[src/rtl/bsg_mask_merge_accum.sv]
// bsg_mask_merge_accum: merges masked write beats into one word and emits it on a valid/yumi handshake
module bsg_mask_merge_accum #(
  parameter int width_p = 16
) (
  input  logic               clk_i,
  input  logic               reset_i,
  input  logic               v_i,
  input  logic [width_p-1:0] data_i,
  input  logic [width_p-1:0] mask_i,
  input  logic               last_i,
  output logic               ready_o,
  output logic               v_o,
  output logic [width_p-1:0] data_o,
  output logic [width_p-1:0] mask_o,
  input  logic               yumi_i
);
  typedef enum logic {ACCUM, OUT} state_e;
  state_e state_r, state_n;
  logic [width_p-1:0] data_r, cov_r, data_n, cov_n, base, cov_base, merged, new_cov;
  logic take, pop, done;
  assign v_o      = state_r == OUT;
  assign ready_o  = v_o ? yumi_i : 1'b1;
  assign pop      = v_o & yumi_i;
  assign take     = v_i & ready_o;
  assign base     = v_o ? '0 : data_r;
  assign cov_base = v_o ? '0 : cov_r;
  assign merged   = (data_i & mask_i) | (base & ~mask_i);
  assign new_cov  = cov_base | mask_i;
  assign done     = (&new_cov) | last_i;
  assign data_o   = data_r;
  assign mask_o   = cov_r;
  // next state: a pop clears the word unless a same-cycle beat starts the next one
  always_comb begin
    state_n = take ? (done ? OUT : ACCUM) : (pop ? ACCUM : state_r);
    data_n  = take ? merged : (pop ? '0 : data_r);
    cov_n   = take ? new_cov : (pop ? '0 : cov_r);
  end
  // state, held word and coverage registers
  always_ff @(posedge clk_i or posedge reset_i) begin
    if (reset_i) begin
      state_r <= ACCUM;
      data_r  <= '0;
      cov_r   <= '0;
    end else begin
      state_r <= state_n;
      data_r  <= data_n;
      cov_r   <= cov_n;
    end
  end
endmodule

[config.mk]
export PLATFORM = sky130hd
export DESIGN_NAME = bsg_mask_merge_accum
export DESIGN_NICKNAME = d
export VERILOG_FILES = /design/src/rtl/bsg_mask_merge_accum.sv
export SDC_FILE = /design/constraint.sdc
export NUM_CORES = 1
export LEC_CHECK = 0
export ABC_AREA = 1
export BUFFER_PORTS_ARGS = -buffer_cell sky130_fd_sc_hd__buf_2
export CAP_MARGIN = 15
export CORE_MARGIN = 5
export CORE_UTILIZATION = 45
export DETAILED_ROUTE_END_ITERATION = 10
export PLACE_DENSITY = 0.76
export SYNTH_ARGS = -nofsm -noshare
export SYNTH_HDL_FRONTEND = slang
export SYNTH_SLANG_ARGS = --single-unit
[constraint.sdc]
create_clock -name clk_i -period 2.05 [get_ports clk_i]
set_clock_uncertainty 0.1 [all_clocks]
set_input_delay 0.205 -clock clk_i [delete_from_list [all_inputs] [get_ports clk_i]]
set_output_delay 0.205 -clock clk_i [all_outputs]
set_load 0.02 [all_outputs]
==> results of run 1 <==
[cells by family (layout without fill, tap and decap cells)]
| group | count (synthesis) | count (layout) | synth area share, % |
|---|---|---|---|
| AO/OA/AOI/OAI | 33 | 33 | 11.4 |
| flip-flops | 33 | 33 | 49.0 |
| buffers and inverters | 42 | 116 | 11.1 |
| AND/OR/NAND/NOR | 105 | 105 | 28.5 |
[cells in the mapped netlist]
| master | n | share of area, % |
|---|---|---|
| dfrtp_1 | 33 | 49 |
| buf_6 | 3 | 2.0 |
| nand3_1 | 30 | 8.9 |
| o21bai_1 | 5 | 2.2 |
| a21oi_1 | 1 | 0.30 |
| inv_4 | 2 | 0.74 |
| nand2_4 | 4 | 2.7 |
| clkbuf_1 | 3 | 0.67 |
| nand2_1 | 60 | 13 |
| buf_2 | 2 | 0.59 |
| or2_1 | 1 | 0.37 |
| o21ai_0 | 23 | 6.8 |
| inv_1 | 32 | 7.1 |
| a21oi_2 | 4 | 2.1 |
| nor2_1 | 9 | 2.0 |
| nand2_8 | 1 | 1.2 |
[stage by stage]
step / util, % / power, mW / cell area [um2] / setup WS, ns
detailed placement: 56.8 / 1.32 / 2060 / 0.361
finish: 59.9 / 1.85 / 2180 / 0.111
CTS: 59.9 / 1.86 / 2180 / 0.0940
global route: 59.9 / 1.96 / 2180 / 0.0203
global placement: 56.8 / 1.31 / 2060 / 0.399
floorplan: - / 1.14 / 1690 / 0.443
[worst paths after layout]
check	startpoint	to	slack [ns]	cells after the start
worst max-delay path	v_o	ready_o	0.11	4
worst min-delay path	data_i[3]	data_o[3]	0.05	3
worst max register to register	v_o	mask_o[15]	0.35	5
worst min register to register	data_o[0]	data_o[0]	0.41	2
max in group asynchronous	reset_i	data_o[13]	1.10	4
min in group asynchronous	reset_i	data_o[8]	0.44	4
[routing by layer]
metal / up-vias / track usage, % / routed length (um)
li1: 820 / - / -
met1: 677 / 22.6 / 1870
met2: 69 / 25.3 / 1820
met3: 2 / 7.29 / 441
met4: 0 / 3.76 / 13
met5: - / 0 / 0
[area by class of cell]
class / instances / share of cell area, %
Multi-Input combinational cell: 138 / 30.9
Sequential cell: 33 / 38.0
Clock inverter: 1 / 0.230
Tap cell: 48 / 2.76
Clock buffer: 7 / 4.43
Inverter: 34 / 6.10
Timing Repair Buffer: 74 / 17.6
[critical path, delay by kind of cell, from the launching register on]
family | cells | cell delay, ns
buffers and inverters | 3 | 0.48
flip-flops | 1 | 0.56
AND/OR/NAND/NOR | 1 | 0.30
[layout by cell type, fill, tap and decap left out, types with 2 or more instances in the layout]
master / instances
a21oi_2: 4
nand2_1: 60
inv_4: 2
nor2_1: 9
clkbuf_8: 7
buf_4: 3
buf_2: 70
o21ai_0: 23
nand2_4: 4
inv_1: 32
dfrtp_1: 33
nand3_1: 30
o21bai_1: 5
[power by group]
part / switching [mW] / leakage (nW) / internal, mW / total, mW
Clock: 0.237 / 0.0542 / 0.303 / 0.540
Combinational: 0.327 / 0.804 / 0.175 / 0.502
Sequential: 0.0608 / 0.412 / 0.744 / 0.804
Total: 0.624 / 1.27 / 1.22 / 1.85
[state kept, by name, indices dropped and copies added, names as in the netlist]
signal	count
data_o	16
mask_o	16
v_o	1
[timing repair]
action | 4_1_cts | 5_1_grt
hold endpoints to repair | 33 | 0
hold buffers | 1 | 0
gates resized for setup | 0 | 0
==> impl_metrics.toml, run 1 <==
[logic_synthesis]
synthCells = 213
ys_types = 16
syn_nets = 250
synth-seq-area-share_pct = 49.0
synth_area_um2 = 1690
ys_ff_latch = 33
syn_avg_cell_area_um2 = 7.92
yosys_warnings = 0

[final_layout]
fin_cells = 335
syn2layout_area_growth_pct = 29.0
fillerInstances = 361
drive_gt1_share_pct = 32.1
num_antenna_cells = 0
multiInputGateArea_um2 = 673
nets = 323
register_area_um2 = 826

[place]
dp_hpwl_mm = 3.14
gp_congestion = 0.801
dp_cells = 326
place.port_buffers = 70

[route]
dr.pass1.iters = 4
viasPerCell = 4.68
wl_per_cell_um = 12.4
drt_iter0_drc = 83
vias = 1568
remaining_drc_errors = 0
ant_nets = 0
drt-total-wl_mm = 4.15

[clocking]
clkTransAtPathRegs_ns = 0.07
clk_latency_ns = 0.29
cts_root_buf = "clkbuf_8"
cts_sinks = 33
post_cts_buffers = 0
htreeDepth = 2
cts_tree = "done"
cts_buffers = 5
clockBufferDepth = 2

[timing]
fin_tns_setup_ns = 0
finalCriticalPeriod_ns = 1.94
grt_setup_unrepaired = "no"
slew_headroom_pct = 72.1
finalHoldViolCount = 0
finalCritPeriodShare_pct = 94.6
setup_viol = 0
drv_slew = 0
fin_hold_ws_ns = 0.0526
fmax_mhz = 516
worst_pin_slew_ns = 0.418

[setup_path]
slowest_delay_ns = 0.56
cp.arrival_ns = 1.63
crit_type = "flop to primary output"
worstPathCellList = "inv_4 > or2_1 > buf_4 > buf_2"
worst_ep_required_time_ns = 1.75
startpoint_type = "flop"
cpMaxStageDelayCell = "dfrtp_1"
cp_max_fo = 13
critPathCaptureType = "primary output"

[global_routing]
grt_pass1_wl_mm = 6.82
grt_use_total_pct = 16.8
grt_pass1_vias = 1437
antenna_found_initial = 0
grt_max_degree = 34
grt_overflow = 0

[floorplanning]
die_x_um = 71.2
ios = 71
die_h_um = 71.2
initial_utilization_pct = 46.4
dieArea_um2 = 5070
core_um2 = 3630
rows = 22

[power_and_ir_drop]
p_leak_nw = 1.27
power.density_nw_per_um2 = 848
vdd_drop_max_mv = 0.497

[job]
drv_cap = 0

[hold_path]
hp-class = "input port to flop"

[status]
status = "finished, final reports clean"
No activity file was read; power rests on OpenSTA's default activity.
==> inputs of run 2 (changes only) <==
Settings changed: CORE_UTILIZATION 45 to 30, PLACE_DENSITY 0.76 to unset.
==> run 2 against run 1 <==
  * Die area grew 42%
  * Non-clock buffer count grew 1
  * Via count grew 2.1%
  * Sequential share of layout area shrank 0.29 points
  * First-iteration DRC count shrank 46%
  * Core utilization shrank 20 points
  * Hold slack gained 0.0020 ns
  * Critical endpoint unchanged
  * Cell area grew 0.92%
  * Fmax grew 3.0%
  * Register-to-register slack gained 0.04 ns
  * Sequential power is essentially flat
  * Critical path depth is the same
==> impl_metrics.toml, run 2 (synthesis results as in run 1) <==
[timing]
finalHoldViolCount = 0
finalCriticalPeriod_ns = 1.88
drv_slew = 0
finalCritPeriodShare_pct = 91.9
worst_pin_slew_ns = 0.421
slew_headroom_pct = 71.9
setup_viol = 0
fin_tns_setup_ns = 0
grt_setup_unrepaired = "no"
fmax_mhz = 531

[setup_path]
cp.arrival_ns = 1.58
crit_buf_inv = 3
cp_top_family = "buffers and inverters"
rr_endpoint = "data_o[11]"
reg2reg_from = "v_o"
cpMaxStageDelayCell = "dfrtp_2"
startpoint_type = "flop"
reg2regPathDepth = 7
critPathCaptureType = "primary output"
worstPathCellList = "inv_4 > or2_1 > buf_4 > buf_2"
slowest_delay_ns = 0.50
cp_max_fo = 13
crit_type = "flop to primary output"
worst_ep_required_time_ns = 1.75
rrSetupSlack_ns = 0.39

[floorplanning]
dieArea_um2 = 7220
rows = 27
core_um2 = 5470
die_h_um = 85.0
ios = 71
die_x_um = 85.0
initial_utilization_pct = 30.8

[power_and_ir_drop]
p_comb_share_pct = 28.2
p_seq_share_pct = 45.1
p_leak_nw = 1.26
p_int_mw = 1.16
power_mw = 1.79
p_clk_share_pct = 26.7
power.switching_mw = 0.634
vdd_drop_max_mv = 0.382
swShare_pct = 35.4
power.density_nw_per_um2 = 815

[route]
vias = 1601
top_layer_used = "met4"
dr_wl_met3_um = 395
remaining_drc_errors = 0
drt_iter0_drc = 45
wl_per_cell_um = 12.6
met2_length_mm = 1.97
ant_nets = 0
viasPerCell = 4.45
dr.pass1.iters = 4
drt-total-wl_mm = 4.53
wl_met1_mm = 2.11

[global_routing]
grt_pass1_wl_mm = 7.58
grt_overflow = 0
grt_max_degree = 34
antenna_found_initial = 0
grt_pass1_vias = 1606
grt_use_total_pct = 13.4

[clocking]
cts_buffers = 5
clk_latency_ns = 0.28
cts_sinks = 33
cts_tree = "done"
clkTransAtPathRegs_ns = 0.07
htreeDepth = 2
clockBufferDepth = 2
cts_root_buf = "clkbuf_8"

[status]
status = "finished, final reports clean"

[hold_path]
holdPathEnd = "data_o[15]"
holdPathStages = 3
hp-class = "input port to flop"
hold_start = "data_i[15]"

[place]
gp_congestion = 0.766
place.port_buffers = 70
dp_hpwl_mm = 3.42
dp_cells = 351

[final_layout]
final_common_cell = "buf_2"
most-common-layout-cells = "buf_2 (70), nand2_1 (60), inv_1 (32), dfrtp_1 (32), nand3_1 (30)"
drive_gt1_share_pct = 32.3
nets = 324
syn2layout_area_growth_pct = 30.2
fin_cells = 360
num_antenna_cells = 0

[job]
drv_cap = 0
==> run 2: cell count changes in the layout (fill, tap and decap cells not counted) <==
cell      delta
clkbuf_8     -2
buf_4        +1
clkbuf_1     +1
dfrtp_2      +1
clkinv_2     +1
dfrtp_1      -1
==> run 2: power by group through the flow <==
stage	Clock, mW	Combinational, mW	Sequential, mW
after detailed placement	0	0.513	0.817
after global placement	0	0.507	0.818
after floorplan	0	0.213	0.923
after global routing	0.521	0.564	0.821
final	0.478	0.504	0.807
after CTS	0.500	0.514	0.808
==> run 2: what timing repair did <==
item | in CTS | in global routing
hold buffers | 1 | 0
setup buffers | 0 | 0
endpoints found under the hold margin | 33 | 0
setup endpoints to repair | 0 | 1
resized for setup | 0 | 1
==> run 2: stage by stage <==
step	hold slack [ns]	util (%)	instance area, um2	worst slack, ns
finish	0.0546	40.1	2200	0.167
global route	0.0595	40.1	2200	0.100
global placement	0.226	38.4	2100	0.379
detailed placement	0.227	38.4	2100	0.344
floorplan	0.234	-	1690	0.443
CTS	0.0407	40.1	2190	0.0580
==> run 2: area by class of cell <==
| class | count | area (um2) |
|---|---|---|
| clock inverter | 2 | 10.0 |
| clock buffer | 6 | 72.6 |
| inverter | 34 | 133 |
| fill | 636 | 3280 |
| multi-input combinational | 138 | 673 |
| tap | 72 | 90.1 |
| sequential | 33 | 827 |
| timing repair buffer | 75 | 390 |
==> run 2: metal layers <==
| metal | vias up | track usage, % |
|---|---|---|
| met1 | 722 | 17.3 |
| met5 | - | 0 |
| li1 | 820 | - |
| met4 | 0 | 4.75 |
| met2 | 55 | 20.5 |
| met3 | 4 | 4.95 |
==> run 2: worst min-delay path, delay by kind of cell <==
kind / cells / cell delay, ns
AOI/OAI and AO/OA: 1 / 0.07
buffers and inverters: 2 / 0.12
==> run 2: worst max path at each step <==
stage,end,cells past startpoint,slack (ns),from
2_1_floorplan,data_o[0],8,0.44,v_o
3_3_place_gp,data_o[11],7,0.38,v_o
3_5_place_dp,data_o[11],7,0.34,v_o
4_1_cts,ready_o,4,0.06,v_o
5_1_grt,ready_o,4,0.1,v_o
6_report,ready_o,4,0.17,v_o
==> inputs of run 3 (changes only) <==
Settings changed: PLACE_DENSITY set to 0.54.
Clock period 2.05 ns to 1.7 ns, I/O delays scaled along.
==> run 3 against run 2 <==
  * Non-clock buffer count increased by 3
  * Sequential share of layout area decreased by 0.59 points
  * Core utilization increased by 0.57 points
  * Global-route usage decreased by 0.054 points
  * Die area unchanged
  * Setup slack got worse by 0.064 ns
  * Via count decreased by 2.6%
  * Hold slack got worse by 0.035 ns
  * Clock-buffer cell count increased by 1
==> impl_metrics.toml, run 3 (synthesis results as in run 1) <==
[setup_path]
cp.arrival_ns = 1.33
critPathCaptureType = "primary output"
crit_type = "flop to primary output"
startpoint_type = "flop"
worst_ep_required_time_ns = 1.43
cp_max_fo = 13

[clocking]
clockBufferDepth = 2
post_cts_buffers = 0
cts_buffers = 5
clkTransAtPathRegs_ns = 0.07
cts_sinks = 33
cts_tree = "done"
clk_latency_ns = 0.28
htreeDepth = 2
cts_root_buf = "clkbuf_8"

[job]
drv_cap = 0

[floorplanning]
ios = 71
die_h_um = 85.0
dieArea_um2 = 7220
core_um2 = 5470
initial_utilization_pct = 30.8
rows = 27
die_x_um = 85.0

[global_routing]
grt_use_total_pct = 13.3
grt_overflow = 0
grt_pass1_vias = 1615
grt_pass1_wl_mm = 7.67
grt_max_degree = 34
antenna_found_initial = 0

[route]
dr.pass1.iters = 4
ant_nets = 0
drt-total-wl_mm = 4.53
viasPerCell = 4.31
vias = 1559
wl_per_cell_um = 12.5
remaining_drc_errors = 0
drt_iter0_drc = 85

[power_and_ir_drop]
swShare_pct = 34.2
p_comb_share_pct = 28.7
p_seq_share_pct = 44.1
p_int_mw = 1.44
p_clk_share_pct = 27.2
p_leak_nw = 1.28
power.switching_mw = 0.747
vdd_drop_max_mv = 0.343
power.density_nw_per_um2 = 982

[final_layout]
final_area_um2 = 2230
final_common_cell = "buf_2"
drive_gt1_share_pct = 32.8
most-common-layout-cells = "buf_2 (70), nand2_1 (60), dfrtp_1 (33), inv_1 (32), nand3_1 (30)"
nets = 327
syn2layout_area_growth_pct = 32.0
num_antenna_cells = 0
fin_cells = 362

[timing]
drv_slew = 0
finalCritPeriodShare_pct = 93.9
grt_setup_unrepaired = "no"
slew_headroom_pct = 71.5
fin_tns_setup_ns = 0
timing.final.ws_setup_ns = 0.103
finalCriticalPeriod_ns = 1.60
fmax_mhz = 626
finalHoldViolCount = 0
setup_viol = 0
worst_pin_slew_ns = 0.428

[place]
place.port_buffers = 70
post-place-ws_ns = 0.158
place_area_um2 = 2120
dp_hpwl_mm = 3.41
gp_congestion = 0.762
dp_cells = 354

[status]
status = "finished, final reports clean"

[hold_path]
hp-class = "input port to flop"
[run 3: critical path, stage by stage, from the launching register on]
cell,delay [ns]
dfrtp_1,0.39
inv_4,0.07
or2_4,0.26
buf_6,0.16
buf_2,0.16
[run 3: final cells by class]
class,count,area [um2]
Timing Repair Buffer,78,417
Tap cell,72,90.1
Sequential cell,33,826
Clock buffer,7,86.3
Inverter,34,133
Fill cell,608,3250
Multi-Input combinational cell,138,676
[run 3: final timing paths]
kind / slack [ns] / depth (start not counted) / startpoint / endpoint
max: 0.10 / 4 / v_o / ready_o
min: 0.02 / 3 / data_i[8] / data_o[8]
max reg2reg: 0.23 / 8 / v_o / v_o
min reg2reg: 0.42 / 2 / data_o[3] / data_o[3]
max in group asynchronous: 0.77 / 4 / reset_i / data_o[5]
min in group asynchronous: 0.41 / 4 / reset_i / data_o[10]
[run 3: repair_timing]
item | 4_1_cts | 5_1_grt
hold buffers | 1 | 0
gates resized for setup | 1 | 2
hold endpoints to repair | 33 | 0
setup endpoints to repair | 1 | 2
pin swaps | 0 | 0
[run 3: metal layers]
layer,track usage [%],up-vias,wire length (um)
met2,21.0,51,2040
met1,17.0,681,2080
met4,4.32,0,51
met3,4.76,4,354
met5,0,-,0
li1,-,823,-
[run 3: power by group through the flow]
stage	logic (mW)	registers, mW	clock network [mW]
after floorplan	0.257	1.11	0
after global placement	0.628	0.981	0
after detailed placement	0.634	0.979	0
after CTS	0.637	0.967	0.619
after global routing	0.702	0.982	0.655
final	0.627	0.965	0.595
[run 3: through the flow]
stage	hold slack (ns)	total power [mW]	util [%]
floorplan	0.199	1.37	-
global placement	0.190	1.61	38.8
detailed placement	0.191	1.61	38.8
CTS	0.0118	2.22	40.6
global route	0.0320	2.34	40.7
finish	0.0193	2.19	40.7
